[config.mk]
export PLATFORM = sky130hd
export DESIGN_NAME = fault_event_generator
export DESIGN_NICKNAME = d
export VERILOG_FILES = /design/src/rtl/fault_event_generator_pkg.sv /design/src/rtl/sensor_debouncer.sv /design/src/rtl/fault_event_generator.sv
export SDC_FILE = /design/constraint.sdc
export NUM_CORES = 1
export LEC_CHECK = 0
export ABC_AREA = 1
export CORE_UTILIZATION = 50
export CTS_CLUSTER_DIAMETER = 200
export DETAILED_ROUTE_END_ITERATION = 12
export MAX_ROUTING_LAYER = met4
export PLACE_DENSITY = 0.71
export SLEW_MARGIN = 20
export SYNTH_ARGS = -nofsm -noshare
export SYNTH_HDL_FRONTEND = slang
export SYNTH_SLANG_ARGS = --single-unit
[constraint.sdc]
create_clock -name clk_50M -period 1.85 [get_ports clk_50M]
set_clock_uncertainty 0.2 [all_clocks]
set_input_delay 0.37 -clock clk_50M [delete_from_list [all_inputs] [get_ports clk_50M]]
set_output_delay 0.37 -clock clk_50M [all_outputs]
set_load 0.05 [all_outputs]
[src/rtl/fault_event_generator_pkg.sv]
// fault_event_generator_pkg: shared FSM state encoding, unit codes and unit mask helper
package fault_event_generator_pkg;
  typedef enum logic [2:0] {
    IDLE   = 3'd0,
    SCAN   = 3'd1,
    FAULT  = 3'd2,
    CARRY  = 3'd3,
    RETURN = 3'd4,
    DONE   = 3'd5
  } state_e;
  localparam logic [1:0] UNIT_NONE = 2'd0;
  localparam logic [1:0] UNIT_EU   = 2'd1;
  localparam logic [1:0] UNIT_CU   = 2'd2;
  localparam logic [1:0] UNIT_RU   = 2'd3;
  function automatic logic [2:0] unit_mask(input logic [1:0] u);
    return (u == UNIT_NONE) ? 3'b000 : 3'(1 << (u - 2'd1));
  endfunction
endpackage

[src/rtl/sensor_debouncer.sv]
// sensor_debouncer: 2-FF synchroniser, stability counter and one-cycle rising-edge strobe
module sensor_debouncer #(
  parameter int DEBOUNCE_CYCLES = 50000
) (
  input  logic clk,
  input  logic rst_n,
  input  logic raw,
  output logic rise
);
  localparam int CW = $clog2(DEBOUNCE_CYCLES + 1);
  localparam logic [CW-1:0] LAST = CW'(DEBOUNCE_CYCLES - 1);
  logic [1:0] sync;
  logic [CW-1:0] cnt;
  logic level;
  always_ff @(posedge clk or negedge rst_n) begin
    if (!rst_n) begin
      sync  <= '0;
      cnt   <= '0;
      level <= 1'b0;
      rise  <= 1'b0;
    end else begin
      sync <= {sync[0], raw};
      rise <= 1'b0;
      if (sync[1] == level) cnt <= '0;
      else if (cnt == LAST) begin
        cnt   <= '0;
        level <= ~level;
        rise  <= ~level;
      end else cnt <= cnt + 1'b1;
    end
  end
endmodule

[src/rtl/fault_event_generator.sv]
// fault_event_generator: debounced fault sensing and run sequencing that emits single-cycle status pulses
module fault_event_generator
  import fault_event_generator_pkg::*;
#(
  parameter int DEBOUNCE_CYCLES = 50000,
  parameter int MAX_FAULTS      = 3
) (
  input  logic       clk_50M,
  input  logic       rst_n,
  input  logic       switch_key,
  input  logic       fault_sense_raw,
  input  logic [1:0] unit_sel,
  input  logic       block_picked,
  input  logic       object_drop,
  input  logic       at_start_node,
  output logic       fault_detect,
  output logic       EU_fault_flag,
  output logic       CU_fault_flag,
  output logic       RU_fault_flag,
  output logic       run_complete,
  output logic       busy,
  output logic [2:0] reported,
  output logic [2:0] state_dbg
);
  localparam int DW = $clog2(MAX_FAULTS + 1);
  state_e state, state_n;
  logic [2:0] rep_n, mask;
  logic [DW-1:0] drops, drops_n;
  logic [4:0] pulse_n;
  logic rise;
  sensor_debouncer #(.DEBOUNCE_CYCLES(DEBOUNCE_CYCLES)) u_deb (
    .clk  (clk_50M),
    .rst_n(rst_n),
    .raw  (fault_sense_raw),
    .rise (rise)
  );
  assign mask      = unit_mask(unit_sel);
  assign busy      = (state == FAULT) || (state == CARRY);
  assign state_dbg = state;
  // pulse_n packs {run_complete, RU, CU, EU, fault_detect}; abort overrides any event this cycle
  always_comb begin
    state_n = state;
    rep_n   = reported;
    drops_n = drops;
    pulse_n = '0;
    if (state != IDLE && !switch_key) begin
      state_n = IDLE;
      rep_n   = '0;
      drops_n = '0;
    end else begin
      case (state)
        IDLE: state_n = switch_key ? SCAN : IDLE;
        SCAN: if (rise && mask != 3'b000 && (mask & reported) == 3'b000) begin
          state_n = FAULT;
          rep_n   = reported | mask;
          pulse_n = {1'b0, mask, 1'b1};
        end
        FAULT: state_n = block_picked ? CARRY : FAULT;
        CARRY: if (object_drop) begin
          drops_n = drops + 1'b1;
          state_n = (drops_n == DW'(MAX_FAULTS)) ? RETURN : SCAN;
        end
        RETURN: if (at_start_node) begin
          state_n = DONE;
          pulse_n = 5'b10000;
        end
        default: state_n = state;
      endcase
    end
  end
  always_ff @(posedge clk_50M or negedge rst_n) begin
    if (!rst_n) begin
      state    <= IDLE;
      reported <= '0;
      drops    <= '0;
      {run_complete, RU_fault_flag, CU_fault_flag, EU_fault_flag, fault_detect} <= '0;
    end else begin
      state    <= state_n;
      reported <= rep_n;
      drops    <= drops_n;
      {run_complete, RU_fault_flag, CU_fault_flag, EU_fault_flag, fault_detect} <= pulse_n;
    end
  end
endmodule

* After elaboration in Yosys (flattened, before gate mapping)
Index checks and enable logic that the tools add are counted.
** Storage, ports and cells
- Input port bits :: 9
- Flip-flop bits (word level) :: 33
- Output and inout port bits :: 12
** Operators by class
- Add/sub/neg operators :: 3
- Bitwise gates (word level) :: 4
- Muxes and demuxes :: 23
- Reductions and logical operators :: 19
- Equal/unequal tests :: 10
- Shift operators :: 1
** Operators with widths (number)
- $mux W16 :: 2
- $mux W3 :: 9
- $add A16 B1 Y16 const B :: 1
- $eq A16 B16 Y1 const B :: 1
- $pmux W3 S5 :: 1
- $mux W5 :: 2
- $pmux W5 S2 :: 1
- $reduce_bool A2 Y1 :: 4
- $eq A3 B2 Y1 const B :: 2
- $logic_not A3 Y1 :: 2
- $mux W2 :: 3
- $ne A3 B3 Y1 const B :: 2
- $reduce_and A2 Y1 :: 3
- $reduce_bool A3 Y1 :: 2
- $reduce_bool A6 Y1 :: 1
- $mux W1 :: 4
- $mux W4 :: 1
- $reduce_and A4 Y1 :: 1
- $and A3 B3 Y3 :: 1
- $eq A3 B1 Y1 const B :: 1
- $eq A3 B3 Y1 const B :: 1
- $logic_and A1 B1 Y1 :: 3
- $ne A3 B2 Y1 const B :: 1
- $or A3 B3 Y3 :: 1
- 9 further kinds :: 10

* Logic depth before layout (Yosys ltp)
- Depth in word-level cells :: 9
- Mapped depth :: 9
- Mapped depth without buffers :: 9

* Cells and area by module
From an unflattened synthesis, not the netlist that was laid out.
** Second synthesis, totals
- Cell total of the unflattened synthesis :: 224
- Area total of the unflattened synthesis :: 1771.7 sq um
** Modules (own cells, without submodules)
- sensor_debouncer :: times used 1, area an instance 1049.8 sq um, cells each 124
- fault_event_generator :: times used 1, area an instance 721.9 sq um, cells each 100

* Worst setup path before layout
No wires, ideal clock.
- Path type :: register to register
- Start point :: reg state[1] (netlist: state_dbg[1])
- End point :: reg state[0] (netlist: state_dbg[0])
- Library setup time :: 0.067 ns
- Cell stages (with the launch flop) :: 9
- Path slack :: -0.400 ns
- Clock period less this slack :: 2.250 ns
- Arrival :: 1.984 ns
- Cells stage by stage :: dfrtp_1 -> inv_1 -> nor2_1 -> nand3_1 -> nand3_1 -> nor2_1 -> nor2_1 -> nand2_1 -> nand2_1
** Between the ends
- Cells in the longest elaborated chain, start to end :: 4
** RTL lines
- start: declaration :: RTL line fault_event_generator.sv:26 : state_e state, state_n;
- start signal: assignment :: RTL line fault_event_generator.sv:78 : state <= state_n;
- $reduce_bool A3 Y1 :: RTL line fault_event_generator.sv:46 : if (state != IDLE && !switch_key) begin
- $logic_and A1 B1 Y1 :: RTL line fault_event_generator.sv:46
- $ne A3 B3 Y1 (no line) (tied with other cells)
- $reduce_and A4 Y1 (no line)
Parallel ways exist; a longest one is shown, timed or not.
A chain may end at the register's enable or synchronous reset.

* Worst setup path in the final report
- Start point :: reg state[2] (netlist: state_dbg[2])
- End point :: out busy
** Between the ends
- Cells in the longest elaborated chain, start to end :: 2
** RTL lines
- $eq A3 B2 Y1 :: RTL line fault_event_generator.sv:38 : assign busy = (state == FAULT) || (state == CARRY);
- $logic_or A1 B1 Y1 (*) :: RTL line fault_event_generator.sv:38
- end: declaration :: RTL line fault_event_generator.sv:21 : output logic busy,
Mark *: on every way between the ends. The rest lies on a longest branch, timed or not.

==> reports/results.ini <==
[logic_synthesis]
syn_inst=209
synth_top_family_by_area=simple AND/OR/NAND/NOR gates
ys_ff_latch=33
yosysTopAreaCellShare_pct=47.7
synth_compound_gate_area_share_pct=5.56
netlist_area_um2=1730
syn_area_per_cell_um2=8.29
ys_seq_area_share_pct=47.7
synthXorXnorAreaFrac_pct=5.49
synth-adder-area-share_pct=1.45
ys_types=25
synth_top_cell_by_area=dfrtp_1
synth-simple-area-share_pct=33.1
synth_area_leaders=dfrtp_1 48%, nand2_1 7.6%, nor2_1 7.2%
synth_warnings=0
muxShareOfSynthArea_pct=0
syn_nets=220

[finish]
drive_above_1_share_pct=19.2
final_util_pct=62.8
multiInputGateArea_um2=797
register_area_um2=826
diodes=0
nFillCells=289
syn2layout_area_growth_pct=21.0
fin_nets=249

[sta]
max_freq_mhz=564
fin_crit_sh_pct=95.9
finalHoldViolCount=0
rsz0062_at_grt=no
slew_headroom_pct=73.8
period_needed_ns=1.77
worst_pin_slew_ns=0.392
setup_viol=0
setup_slack_ns=0.0758
drv_slew=0

[outcome]
status=finished clean

[route]
firstDrtPassIters=4
drtIter0Drc=68
wl_per_cell_um=11.2
vias_per_cell=4.95
drcViolationCount=0
antenna_left=0
via_count=1411
routed_wl_um=3200

[critical_path]
worstPathMaxFanout=7
cp.arrival_ns=1.20
end_kind=output pin
start_kind=flop
reg2reg_slack_ns=0.21
worst-setup-path-type=flop to output pin
worstRegToRegCells=8
reg2reg_from=u_deb.cnt[0]
required_ns=1.28
r2r-end=u_deb.cnt[15]

[power_and_ir_drop]
p_int_mw=1.18
clkPwrFrac_pct=21.0
switching_share_pct=37.3
pwr-share-comb_pct=34.3
p_seq_share_pct=44.7
total_power_mw=1.89
pwr_density_cell_nw_per_um2=900
leakage_nw=0.972
ir_drop_v=0.000534
p_switching_mw=0.704

[place]
portBuffers=20
gp_congestion=0.846
dp_hpwl_um=2370
pre_cts_slack_ns=-0.0473

[floorplan]
fp.dieArea_um2=3700
die_w_um=60.9
coreArea_um2=3340
start_util_pct=51.9
die_h_um=60.9
io_pins=21
row_count=21

[grt]
antenna_found_initial=0
grt_pass1_wl_um=5440
grt_pass1_vias=1219
gr-usage-all-layers_pct=21.3
grt_max_degree=34
gr-total-overflow=0

[clocking]
clk_latency_ns=0.34
cts_hold_buf=0
cts_tree=done
cts_buffer_depth=2
clk_pin_slew_worst_paths_ns=0.10
clock_sinks=33
post_cts_buffers=0
cts_made_buffers=5
cts-resized-gates=0
h-tree-depth=2
root_buffer=clkbuf_4

[hold_path]
min_path_cells=0
min_path_type=flop to flop
whs_endpoint=u_deb.sync[1]
hp-start=u_deb.sync[0]

[flow_run]
cap_violations=0

-- Yosys cell counts (all sizes together) --
cell and n:
nor2 41, nand2 40, dfrtp 33, inv 31, nand3 18, a21oi 11, nor3 8, xor2 8
nand4 6, o21ai 6, ha 2, xnor2 2, nor3b 1, o21a 1, or2 1
-- power groups by stage --
stage | clock network [mW] | logic [mW] | registers [mW]
final | 0.397 | 0.647 | 0.843
after global routing | 0.431 | 0.716 | 0.850
after floorplan | 0 | 0.318 | 0.919
after CTS | 0.410 | 0.653 | 0.842
after global placement | 0 | 0.647 | 0.857
after detailed placement | 0 | 0.653 | 0.854
-- sequential cells by signal, summed over array words and instances (netlist names) --
name           flops
u_deb.rise         1
CU_fault_flag      1
state_dbg          3
u_deb.level        1
u_deb.cnt         16
u_deb.sync         2
drops              2
EU_fault_flag      1
RU_fault_flag      1
reported           3
fault_detect       1
run_complete       1
-- worst max-delay path, cell delays in order (launching register included) --
cell and delay (ns):
dfrtp_1 0.53, nor2_4 0.19, buf_12 0.14
-- logic make-up (layout without fill, tap and decap cells) --
group	Yosys count	after routing
AO/OA/AOI/OAI	18	18
XOR/XNOR	10	10
adder cells (fa/ha/maj)	2	2
buffers and inverters	31	61
flip-flops	33	33
AND/OR/NAND/NOR	115	115
-- through the flow --
step                      setup TNS (ns)  hold slack [ns]  cells  area [um2]
after floorplan                        0           -0.126    209        1740
after global placement           -0.0364            0.135    277        2040
after detailed placement          -0.212            0.137    277        2040
after CTS                              0            0.162    285        2100
after global routing                   0            0.164    285        2100
final                                  0            0.159    285        2100
-- routing by layer --
layer	up-vias	share of wire (%)	track usage [%]
li1	717	-	-
met1	662	52	29.5
met2	25	43	28.7
met3	7	2.6	5.76
met4	0	2.1	9.74
met5	-	0	-
-- worst max-delay path by stage --
| stage | startpoint | slack [ns] | depth (start not counted) | endpoint |
|---|---|---|---|---|
| after floorplan | state_dbg[1] | 0.006 | 8 | state_dbg[0] |
| after global placement | unit_sel[0] | -0.02 | 8 | state_dbg[1] |
| after detailed placement | unit_sel[0] | -0.05 | 8 | state_dbg[1] |
| after CTS | state_dbg[2] | 0.06 | 2 | busy |
| after global routing | state_dbg[2] | 0.02 | 2 | busy |
| final | state_dbg[2] | 0.08 | 2 | busy |
-- final cells by class --
class	instances	share of cell area, %
multi-input combinational	145	38.0
sequential	33	39.4
inverter	31	5.55
clock inverter	2	0.478
tap	46	2.75
clock buffer	6	1.97
timing repair buffer	22	11.8
-- layout by cell type, fill, tap and decap left out --
cell / synthesis / routed
nand2_1: 35 / 35
dfrtp_1: 33 / 33
nor2_1: 33 / 32
inv_1: 27 / 27
nand3_1: 17 / 17
a21oi_1: 10 / 10
buf_4: 0 / 9
clkdlybuf4s50_1: 0 / 8
xor2_1: 7 / 7
nand4_1: 6 / 6
nor2_4: 4 / 5
nor3_1: 5 / 5
clkbuf_4: 0 / 5
buf_12: 0 / 5
nor2_2: 4 / 4
inv_2: 4 / 4
o21ai_1: 4 / 4
nor3_2: 3 / 3
nand2_2: 3 / 3
nand2_4: 2 / 2
xnor2_1: 2 / 2
o21ai_0: 2 / 2
ha_1: 2 / 2
clkinv_2: 0 / 2
nor3b_2: 1 / 1
xor2_2: 1 / 1
or2_1: 1 / 1
nand3_2: 1 / 1
a21oi_2: 1 / 1
o21a_1: 1 / 1
clkbuf_1: 0 / 1
Note: power is estimated with default switching activity, not from simulation.
==> variant, RTL diff (config.mk and constraints unchanged) <==
Reset style: synchronous (`rst_n`), changed in 2 clocked blocks.
--- a/src/rtl/sensor_debouncer.sv
+++ b/src/rtl/sensor_debouncer.sv
@@ -13,5 +13,5 @@
   logic [CW-1:0] cnt;
   logic level;
-  always_ff @(posedge clk or negedge rst_n) begin
+  always_ff @(posedge clk) begin
     if (!rst_n) begin
       sync  <= '0;
--- a/src/rtl/fault_event_generator.sv
+++ b/src/rtl/fault_event_generator.sv
@@ -69,5 +69,5 @@
     end
   end
-  always_ff @(posedge clk_50M or negedge rst_n) begin
+  always_ff @(posedge clk_50M) begin
     if (!rst_n) begin
       state    <= IDLE;
Check against the original RTL: differs if rst_n is asserted again (counterexample within 4 cycles, from zero or initial values and one cycle with rst_n low); with rst_n held inactive, the same outputs for 10 cycles.
==> variant against the original RTL <==
Via count is 2.6% higher; synthesized area is 4.8% lower; routed wire length fell by 5.2%; maximum frequency rose by 2.6%; synthesized cell count rose by 8.1%; cell area decreased by 5.3%; sequential cell count is the same; core utilization is 1.2 points higher; power rose by 3.2%; worst setup slack improved by 0.045 ns; sequential power is 0.5% lower; sequential share of layout area decreased by 6.0 points; clock power about the same; critical path type unchanged; largest power group unchanged; highest routed layer unchanged.
==> variant: results (changes against the original RTL) <==
stage,metric,value,unit,change
worst_hold_path,Worst Hold Path EP,u_deb.sync[1],,
finish,Post-layout nets,265,,+6.4%
power_and_ir_drop,Design Power,1.948,mW,+3.2%
routing,Met3 Routed Length,172,µm,+110%
power_and_ir_drop,Switching Fraction,0.3896,,+0.01669
synth,commonest cells in the netlist,"sky130_fd_sc_hd__nand2_1 (48), sky130_fd_sc_hd__dfxtp_1 (33), sky130_fd_sc_hd__nor2_1 (30)",,
worst_setup_path,first element of the critical path,state_dbg[2],,
worst_hold_path,hold path depth,2,,+2
grt,GR Util met2,0.3098,,+0.02251
placement,worst slack at placement,-0.02653,ns,+0.02079 ns
run_status,outcome,finished clean,,
worst_setup_path,launching point of the worst reg2reg path,u_deb.cnt[0],,
placement,HPWL reported at the end of detailed placement,2.251,mm,-5.2%
synth,fraction of the mapped netlist area in compound gates,0.05159,,-0.004043
worst_setup_path,CP max-delay cell,sky130_fd_sc_hd__dfxtp_2,,
worst_setup_path,Max stage delay on crit path,0.46,ns,-0.07 ns
routing,routed length on met2,1.276,mm,-7.3%
synth,synthesized-area fraction occupied by adder cells,0.01517,,+0.0007236
synth,post-synthesis xor/xnor area fraction,0.03718,,-0.01774
placement,Cells after DPL,291,,+5.1%
timing,final cycle utilization of the critical path,0.9345,,-0.02452
timing,hold slack,0.2238,ns,+0.06509 ns
routing,violation count after the first detailed-routing iteration,93,,+37%
grt,GR met1 Demand/Resource,0.2601,,-0.03449
routing,M1 wire length,1.556,mm,-6.7%
synth,Syn Inst Count,226,,+8.1%
finish,largest reg by FF count,u_deb.cnt,,
grt,number of global-route vias before repair,1290,,+5.8%
grt,GR Util met3,0.09170,,+0.03413
synth,proportion of synthesized area in mux cells,0,,unchanged
worst_setup_path,RR Endpoint,u_deb.cnt[11],,
worst_hold_path,startpoint of the tightest hold check path,u_deb.sync[0],,
synth,share of synthesized area occupied by flip-flops and latches,0.4006,,-0.07627
grt,aggregate global-route resource usage,0.2121,,-0.0005351
synth,largest cells by area after synthesis,"sky130_fd_sc_hd__dfxtp_1 (40%), sky130_fd_sc_hd__nand2_1 (11%), sky130_fd_sc_hd__nor2_1 (6.8%)",,
timing,worst relative slew slack,0.7743,,+0.03592
synth,proportion of register bits with asynchronous set or reset after synthesis,0,,-1.000
power_and_ir_drop,VDD IR-drop max,0.6887,mV,+29%
placement,final weighted congestion in routability-driven placement,0.9072,,+7.3%
power_and_ir_drop,clock power share,0.204,,-0.006
power_and_ir_drop,Seq group,0.839,mW,-0.5%
worst_setup_path,data arrival time at the worst-slack endpoint,1.16,ns,-0.04 ns
routing,ratio of routed vias to standard cells,4.843,,-2.2%
finish,Non-Filler Instances,299,,+4.9%
grt,maximum number of pins on one net before global-route repair,17,,-50%
synth,count of different cell masters after synthesis,28,,+12%
placement,Post-DP Area,1928,µm²,-5.7%
power_and_ir_drop,leakage component of the power,0.8153,nW,-16%
finish,share of final-layout standard cells stronger than drive strength 1,0.2157,,+0.02322
routing,Final Routed Wirelength,3.029,mm,-5.2%
[variant: cell types whose count changed in the layout (fill, tap and decap cells not counted), moves of 5 or more]
| cell | before | now |
|---|---|---|
| sky130_fd_sc_hd__dfxtp_1 | 0 | 31 |
| sky130_fd_sc_hd__inv_2 | 4 | 9 |
| sky130_fd_sc_hd__dfrtp_1 | 33 | 0 |
| sky130_fd_sc_hd__nand2_1 | 35 | 48 |
[variant: worst register-to-register path, cell delays in order, from the launching register on]
cell	delay [ns]
sky130_fd_sc_hd__dfxtp_1	0.39
sky130_fd_sc_hd__ha_1	0.23
sky130_fd_sc_hd__nand3_1	0.18
sky130_fd_sc_hd__nor2_1	0.14
sky130_fd_sc_hd__nand2_1	0.12
sky130_fd_sc_hd__nand3_4	0.19
sky130_fd_sc_hd__nor2_1	0.08
[variant: cell type report]
type,count,area (µm²)
clock buffer,5,37.54
clock inverter,3,17.52
fill,289,1117
inverter,37,141.4
multi-input combinational,155,835.8
sequential,33,663.1
tap,44,55.05
timing repair buffer,22,235.2
